`src/rtl/rr_resource_arbiter.sv`:
```
// rr_resource_arbiter: round-robin owner selection for one shared resource with hold limit and turnaround gap
module rr_resource_arbiter #(
    parameter int NUM_REQ  = 4,
    parameter int ID_W     = 2,
    parameter int MAX_HOLD = 8
) (
    input  logic               clock,
    input  logic               reset,
    input  logic [NUM_REQ-1:0] req,
    output logic [NUM_REQ-1:0] grant,
    output logic [ID_W-1:0]    grant_id,
    output logic               busy,
    output logic               timeout
);
    localparam int CW = $clog2(MAX_HOLD);
    localparam logic [1:0] IDLE = 2'd0;
    localparam logic [1:0] BUSY = 2'd1;
    localparam logic [1:0] GAP  = 2'd2;

    logic [1:0]      state;
    logic [ID_W-1:0] ptr;
    logic [ID_W-1:0] pick;
    logic [ID_W-1:0] cand;
    logic [ID_W-1:0] next_ptr;
    logic [CW-1:0]   cnt;
    logic            found;
    logic            owner_req;
    logic            release_now;

    assign owner_req   = req[grant_id];
    assign release_now = !owner_req || cnt == CW'(MAX_HOLD - 1);
    assign next_ptr    = grant_id == ID_W'(NUM_REQ - 1) ? '0 : grant_id + 1'b1;

    // First active request scanning upward from ptr with wrap-around
    always_comb begin
        pick  = '0;
        cand  = '0;
        found = 1'b0;
        for (int i = 0; i < NUM_REQ; i++) begin
            cand = ID_W'((int'(ptr) + i) % NUM_REQ);
            if (!found && req[cand]) begin
                found = 1'b1;
                pick  = cand;
            end
        end
    end

    // Owner FSM: arbitrate in IDLE, hold in BUSY until release or hold limit, one GAP cycle
    always_ff @(posedge clock or negedge reset) begin
        if (!reset) begin
            state    <= IDLE;
            grant    <= '0;
            grant_id <= '0;
            busy     <= 1'b0;
            timeout  <= 1'b0;
            ptr      <= '0;
            cnt      <= '0;
        end else begin
            timeout <= 1'b0;
            case (state)
                IDLE: if (found) begin
                    state    <= BUSY;
                    grant    <= NUM_REQ'(1) << pick;
                    grant_id <= pick;
                    busy     <= 1'b1;
                    cnt      <= '0;
                end
                BUSY: if (release_now) begin
                    state    <= GAP;
                    grant    <= '0;
                    grant_id <= '0;
                    busy     <= 1'b0;
                    ptr      <= next_ptr;
                    timeout  <= owner_req;
                end else begin
                    cnt <= cnt + 1'b1;
                end
                default: state <= IDLE;
            endcase
        end
    end
endmodule

```
`config.mk`:
```
export PLATFORM = sky130hd
export DESIGN_NAME = rr_resource_arbiter
export DESIGN_NICKNAME = d
export VERILOG_FILES = /design/src/rtl/rr_resource_arbiter.sv
export SDC_FILE = /design/constraint.sdc
export NUM_CORES = 1
export LEC_CHECK = 0
export ABC_AREA = 1
export CORE_ASPECT_RATIO = 0.8
export CORE_MARGIN = 5
export CORE_UTILIZATION = 30
export CTS_CLUSTER_SIZE = 28
export DETAILED_ROUTE_END_ITERATION = 8
export GPL_TIMING_DRIVEN = 0
export MAX_ROUTING_LAYER = met4
export PLACE_DENSITY = 0.46
export REMOVE_ABC_BUFFERS = 1
export SETUP_SLACK_MARGIN = 0.05
export SLEW_MARGIN = 0
export SYNTH_ARGS = -nofsm -noshare
export SYNTH_HDL_FRONTEND = slang
export SYNTH_SLANG_ARGS = --single-unit
```
`constraint.sdc`:
```
create_clock -name clock -period 1.8 [get_ports clock]
set_input_delay 0.36 -clock clock [delete_from_list [all_inputs] [get_ports clock]]
set_output_delay 0.36 -clock clock [all_outputs]
set_load 0.01 [all_outputs]
```
==> results.ini <==
[run_status]
status=completed

[placement]
port_buffers=13
placed_area_um2=1200
hpwlAfterDp_um=1690
place_ws_ns=-0.218
gp_congestion=0.828
dp.cells=199

[grt]
antenna_found_initial=0
grt_pass1_wl_um=3890
grt_pass1_vias=856
gr-total-overflow=0
grt_max_degree=16
grt_util_all_layers=0.102

[timing]
fin_ws_ns=0.148
worst-slew-pin-transition_ns=0.710
period_needed_ns=1.65
hold_viol=0
hold_ws_ns=0.482
slew_viol_final=0
rsz0062_at_grt=false
setup_viol=0
max_clock_freq_ghz=0.605
finalCritPeriodShare=0.918
max_slew_margin=0.525
fin_skew_ns=0.00223

[layout]
fin_nets=178
fin_area_um2=1350
final_cells=210
syn2layout_area_growth_pct=27.6
layout-drive-gt1-share=0.238
antenna_cells=0

[floorplan]
core_area_um2=3420
initial_core_util=0.309
pin_count=14
die_x_um=76.4
die_area_um2=4820
dieHeight_um=63.1
num_rows=19

[drt]
drt_iter0_drc=49
vias=946
wirelength_um=2320
dr.pass1.iters=4
ant_nets=0
wire_per_inst_um=11.1
vias_per_cell=4.50
drc_errors=0

[synth]
yosysWarnings=0
syn_area_per_cell_um2=7.19
ys_ff_latch=15
synth_area_um2=1060
yosysUniqueCellTypes=21
syn_inst=147
synth-seq-area-share=0.355

[setup_path]
slowest_delay_ns=0.45
endpoint_kind=register
critical-path-top-delay-family=simple AND/OR/NAND/NOR gates
r2r_setup_slack_ns=0.18
cp_max_fo=10
worstPathRequired_ns=1.94
worstPathCellList=clkdlybuf4s50_1 > inv_1 > nand2_2 > nand3_2 > nand2_1 > nor2_4 > nand3_2 > nand2_8 > nand2_1 > nand2_1 > nand2_1
crit_top_cell=nand2_1
cpMaxStageDelayCell=clkdlybuf4s50_1
cp-start-kind=primary input
crit_arrival_ns=1.79
cp_num_buf_inv=2
path_class=primary input to register

[power_and_ir_drop]
ir_drop_v=0.000750
power.density_nw_per_um2=1910
leakage_nw=0.721

[cts]
numCtsBuffers=3
clock_latency_ns=0.24
cts_tree=yes
root_buffer=clkbuf_8
clock-sinks=15
cts_buffer_depth=2
htreeDepth=1
clk_pin_slew_ns=0.06
postCtsHoldBufs=0

[min_path]
hp-class=register to register

[flow_run]
cap_violations=0

[metal layers]
layer	vias to the layer above	wire length (um)	GRT usage
met2	20	973	0.138
li1	502	-	-
met1	422	1210	0.141
met4	0	11	0.0197
met3	2	122	0.0442
met5	-	0	-
[cell usage in the layout (no fill, tap or decap), drive strengths merged]
cell / instances
clkbuf: 3
clkdlybuf4s50: 12
nand3: 20
dlymetal6s2s: 1
nand4: 1
nor2: 15
ha: 3
dfrtp: 15
clkinv: 1
inv: 17
a21oi: 2
o21ai: 6
a21boi: 1
buf: 7
nand2: 64
[final timing paths]
check / cells past startpoint / startpoint / to
setup / recovery: 11 / req[1] / cnt[1]
setup reg to reg: 10 / ptr[0] / cnt[1]
hold reg to reg: 2 / busy / busy
hold / removal: 2 / busy / busy
max in group asynchronous: 1 / reset / ptr[0]
min in group asynchronous: 1 / reset / grant_id[1]
[stage by stage]
stage          utilization  TNS [ns]  power, W
6_report             0.394         0   0.00258
4_1_cts              0.365         0   0.00233
2_1_floorplan            -         0   0.00166
3_5_place_dp         0.351     -1.87   0.00202
5_1_grt              0.394         0   0.00286
3_3_place_gp         0.351     -1.80   0.00202
[cells in the mapped netlist]
cell      count  share of area
dfrtp_1      15           0.36
ha_1          3          0.036
inv_2         2         0.0071
nor2_4        1          0.011
o21ai_2       1         0.0083
nor2_2        1         0.0059
nand2_4       2          0.021
nor2_1       13          0.046
a21boi_1      1         0.0071
nand4_1       1         0.0059
o21ai_1       3          0.014
nand3_2       8          0.076
buf_6         1          0.011
buf_4         1         0.0071
o21ai_0       2         0.0095
buf_12        1          0.019
nand2_1      53           0.19
a21oi_1       2         0.0095
nand3_1      12          0.057
nand2_2       9          0.053
inv_1        15          0.053
[report_power, final]
group | leakage, nW | switching, W | internal, W
clock network | 0.0255 | 0.000117 | 0.000153
logic | 0.506 | 0.000976 | 0.000711
registers | 0.190 | 0.000150 | 0.000475
total | 0.721 | 0.00124 | 0.00134
[worst register-to-register path: stages (launching register included)]
cell and delay (ns):
dfrtp_2 0.49, inv_4 0.15, nand2_1 0.08, nand2_2 0.10, nor2_2 0.06, nor2_1 0.13, nand3_2 0.15, nand2_8 0.13
nand2_1 0.10, nand2_1 0.07, nand2_1 0.05
[state kept, by name (all words and copies together) (netlist names)]
| signal | count |
|---|---|
| grant | 4 |
| grant_id | 2 |
| state | 2 |
| ptr | 2 |
| busy | 1 |
| cnt | 3 |
| timeout | 1 |
[cell type report]
cell class / instances / area, um^2
clock buffer: 3 / 41.3
clock inverter: 1 / 5.00
fill: 373 / 2070
inverter: 17 / 66.3
multi-input combinational: 112 / 596
sequential: 15 / 378
tap: 42 / 52.6
timing repair buffer: 20 / 210
[repair_timing]
item                                    4_1_cts  5_1_grt
resized for setup                             2        7
hold endpoints to repair                      0        0
gates cloned                                  0        0
endpoints found under the setup margin        8       12
setup buffers                                 0        7
[logic make-up (layout without fill, tap and decap cells)]
logic type | count (synthesis) | after routing | synth area share
buffers and inverters | 20 | 41 | 0.0970
and+or+nand+nor | 100 | 100 | 0.464
AOI/OAI and AO/OA | 9 | 9 | 0.0485
DFF | 15 | 15 | 0.355
adders and majority gates | 3 | 3 | 0.0355
No activity file was read; power rests on OpenSTA's default activity.
==> RTL change (config.mk and constraints unchanged) <==
`NUM_REQ`: 4 -> 2.
--- a/src/rtl/rr_resource_arbiter.sv
+++ b/src/rtl/rr_resource_arbiter.sv
@@ -1,6 +1,6 @@
 // rr_resource_arbiter: round-robin owner selection for one shared resource with hold limit and turnaround gap
 module rr_resource_arbiter #(
-    parameter int NUM_REQ  = 4,
+    parameter int NUM_REQ  = 2,
     parameter int ID_W     = 2,
     parameter int MAX_HOLD = 8
 ) (
Ports: changed (resized grant and req); port bits go from 14 to 10. No check against the original RTL was run, so the function may have changed too.
==> RTL change against the unedited design <==
- total power fell by 60%
- via count fell by 62%
- synthesized area down 51%
- sequential cell count down 5
- cell area shrank 52%
- register-to-register slack improved by 0.31 ns
- sequential power fell by 41%
- setup slack better by 0.032 ns
- wire length fell by 61%
==> RTL change: results (changes against the unedited design) <==
### Status
- result of the run: completed, unchanged

### Drt
- drt via density: 3.99, was 4.50
- drt first-iter violations: 3, was 49
- DR WL met3: 37 µm, was 122 µm
- average detailed-routed wire length per instance: 9.94 µm, was 11.1 µm
- sum of met2 wire segment lengths after detailed routing: 390 µm, was 973 µm
- first drt pass iteration count: 2, was 4

### Synthesis
- top cells by instance count after synthesis: nand2_1 (14), dfrtp_1 (10), inv_1 (7), was nand2_1 (53), dfrtp_1 (15), inv_1 (15)
- post-synth cell types: 17, was 21
- sequential share of the synthesized area: 48.2%, was 35.5%
- post-synthesis adder-cell area fraction: 4.82%, was 3.55%
- post-synthesis compound-gate area fraction: 4.10%, was 4.85%

### Global route
- global routing met2 resource utilization: 12.9%, was 13.8%
- global-route track usage on met1: 9.56%, was 14.1%
- overall track demand over capacity in global routing: 8.73%, was 10.2%
- routing usage on met3: 4.95%, was 4.42%
- global-route wire length before repair: 1.57 mm, was 3.89 mm
- maximum number of pins on one net before global-route repair: 11, was 16
- vias in the first global route: 338, was 856

### Critical path
- register-to-register setup slack: 0.49 ns, was 0.18 ns
- worst endpoint data arrival time: 1.26 ns, was 1.79 ns
- Critical Path End: grant[1], was cnt[1]$_DFFE_PN0P_
- reg-to-reg critical path endpoint: grant[1]$_DFFE_PN0P_, was cnt[1]$_DFFE_PN0P_
- crit path max fanout: 6, was 10
- depth of the most critical reg-to-reg path: 7, was 10
- top cell family by delay on the critical path: buffers and inverters, was simple AND/OR/NAND/NOR gates
- start point of the critical path: grant[1]$_DFFE_PN0P_, was req[1]

### Place
- half-perimeter wire length of the detailed placement result: 716 µm, was 1.69 mm
- gp weighted congestion: 0.696, was 0.828
- number of I/O port buffers: 8, was 13
- Post-Place Cell Area: 612 µm², was 1200 µm²

### Pwr
- Clock Power Share: 19.0%, was 10.5%
- maximum vdd drop: 0.629 mV, was 0.750 mV
- share of total power in combinational logic: 45.8%, was 65.3%

### Clocking
- Clock Latency Late Sink: 0.26 ns, was 0.24 ns
- number of gates resized after CTS: 0, was 2
- buffer cell driving the clock tree root: clkbuf_4, was clkbuf_8

### Layout
- layout cells sized above 1: 20.6%, was 23.8%
- final instance area: 648 µm², was 1350 µm²
- largest registers: cnt (3), grant (2), state (2), was grant (4), cnt (3)
- Layout Nets: 75, was 178

### STA
- worst clock skew on the final layout: 0.00245 ns, was 0.00223 ns

-- RTL change: per-stage QoR --
stage | worst slack [ns] | utilization [%] | power, W | instances
after floorplan | 0.607 | - | 0.000699 | 56
after global placement | 0.203 | 37.6 | 0.000856 | 86
after detailed placement | 0.202 | 37.6 | 0.000863 | 86
after CTS | 0.148 | 39.8 | 0.00107 | 90
after global routing | 0.105 | 39.8 | 0.00115 | 90
final | 0.180 | 39.8 | 0.00104 | 90
-- RTL change: logic make-up after synthesis --
family	after synthesis
AND/OR/NAND/NOR	32
buffers and inverters	10
other	1
adder cells (fa/ha/maj)	2
AO/OA/AOI/OAI	3
flip-flops	10
-- RTL change: final cells by class --
cell class / instances / area [µm²] / share of cell area, %
Clock buffer: 4 / 36.3 / 5.60
Inverter: 8 / 30.0 / 4.63
Multi-Input combinational cell: 38 / 224 / 34.6
Sequential cell: 10 / 250 / 38.6
Tap cell: 22 / 27.5 / 4.25
Timing Repair Buffer: 8 / 80.1 / 12.4
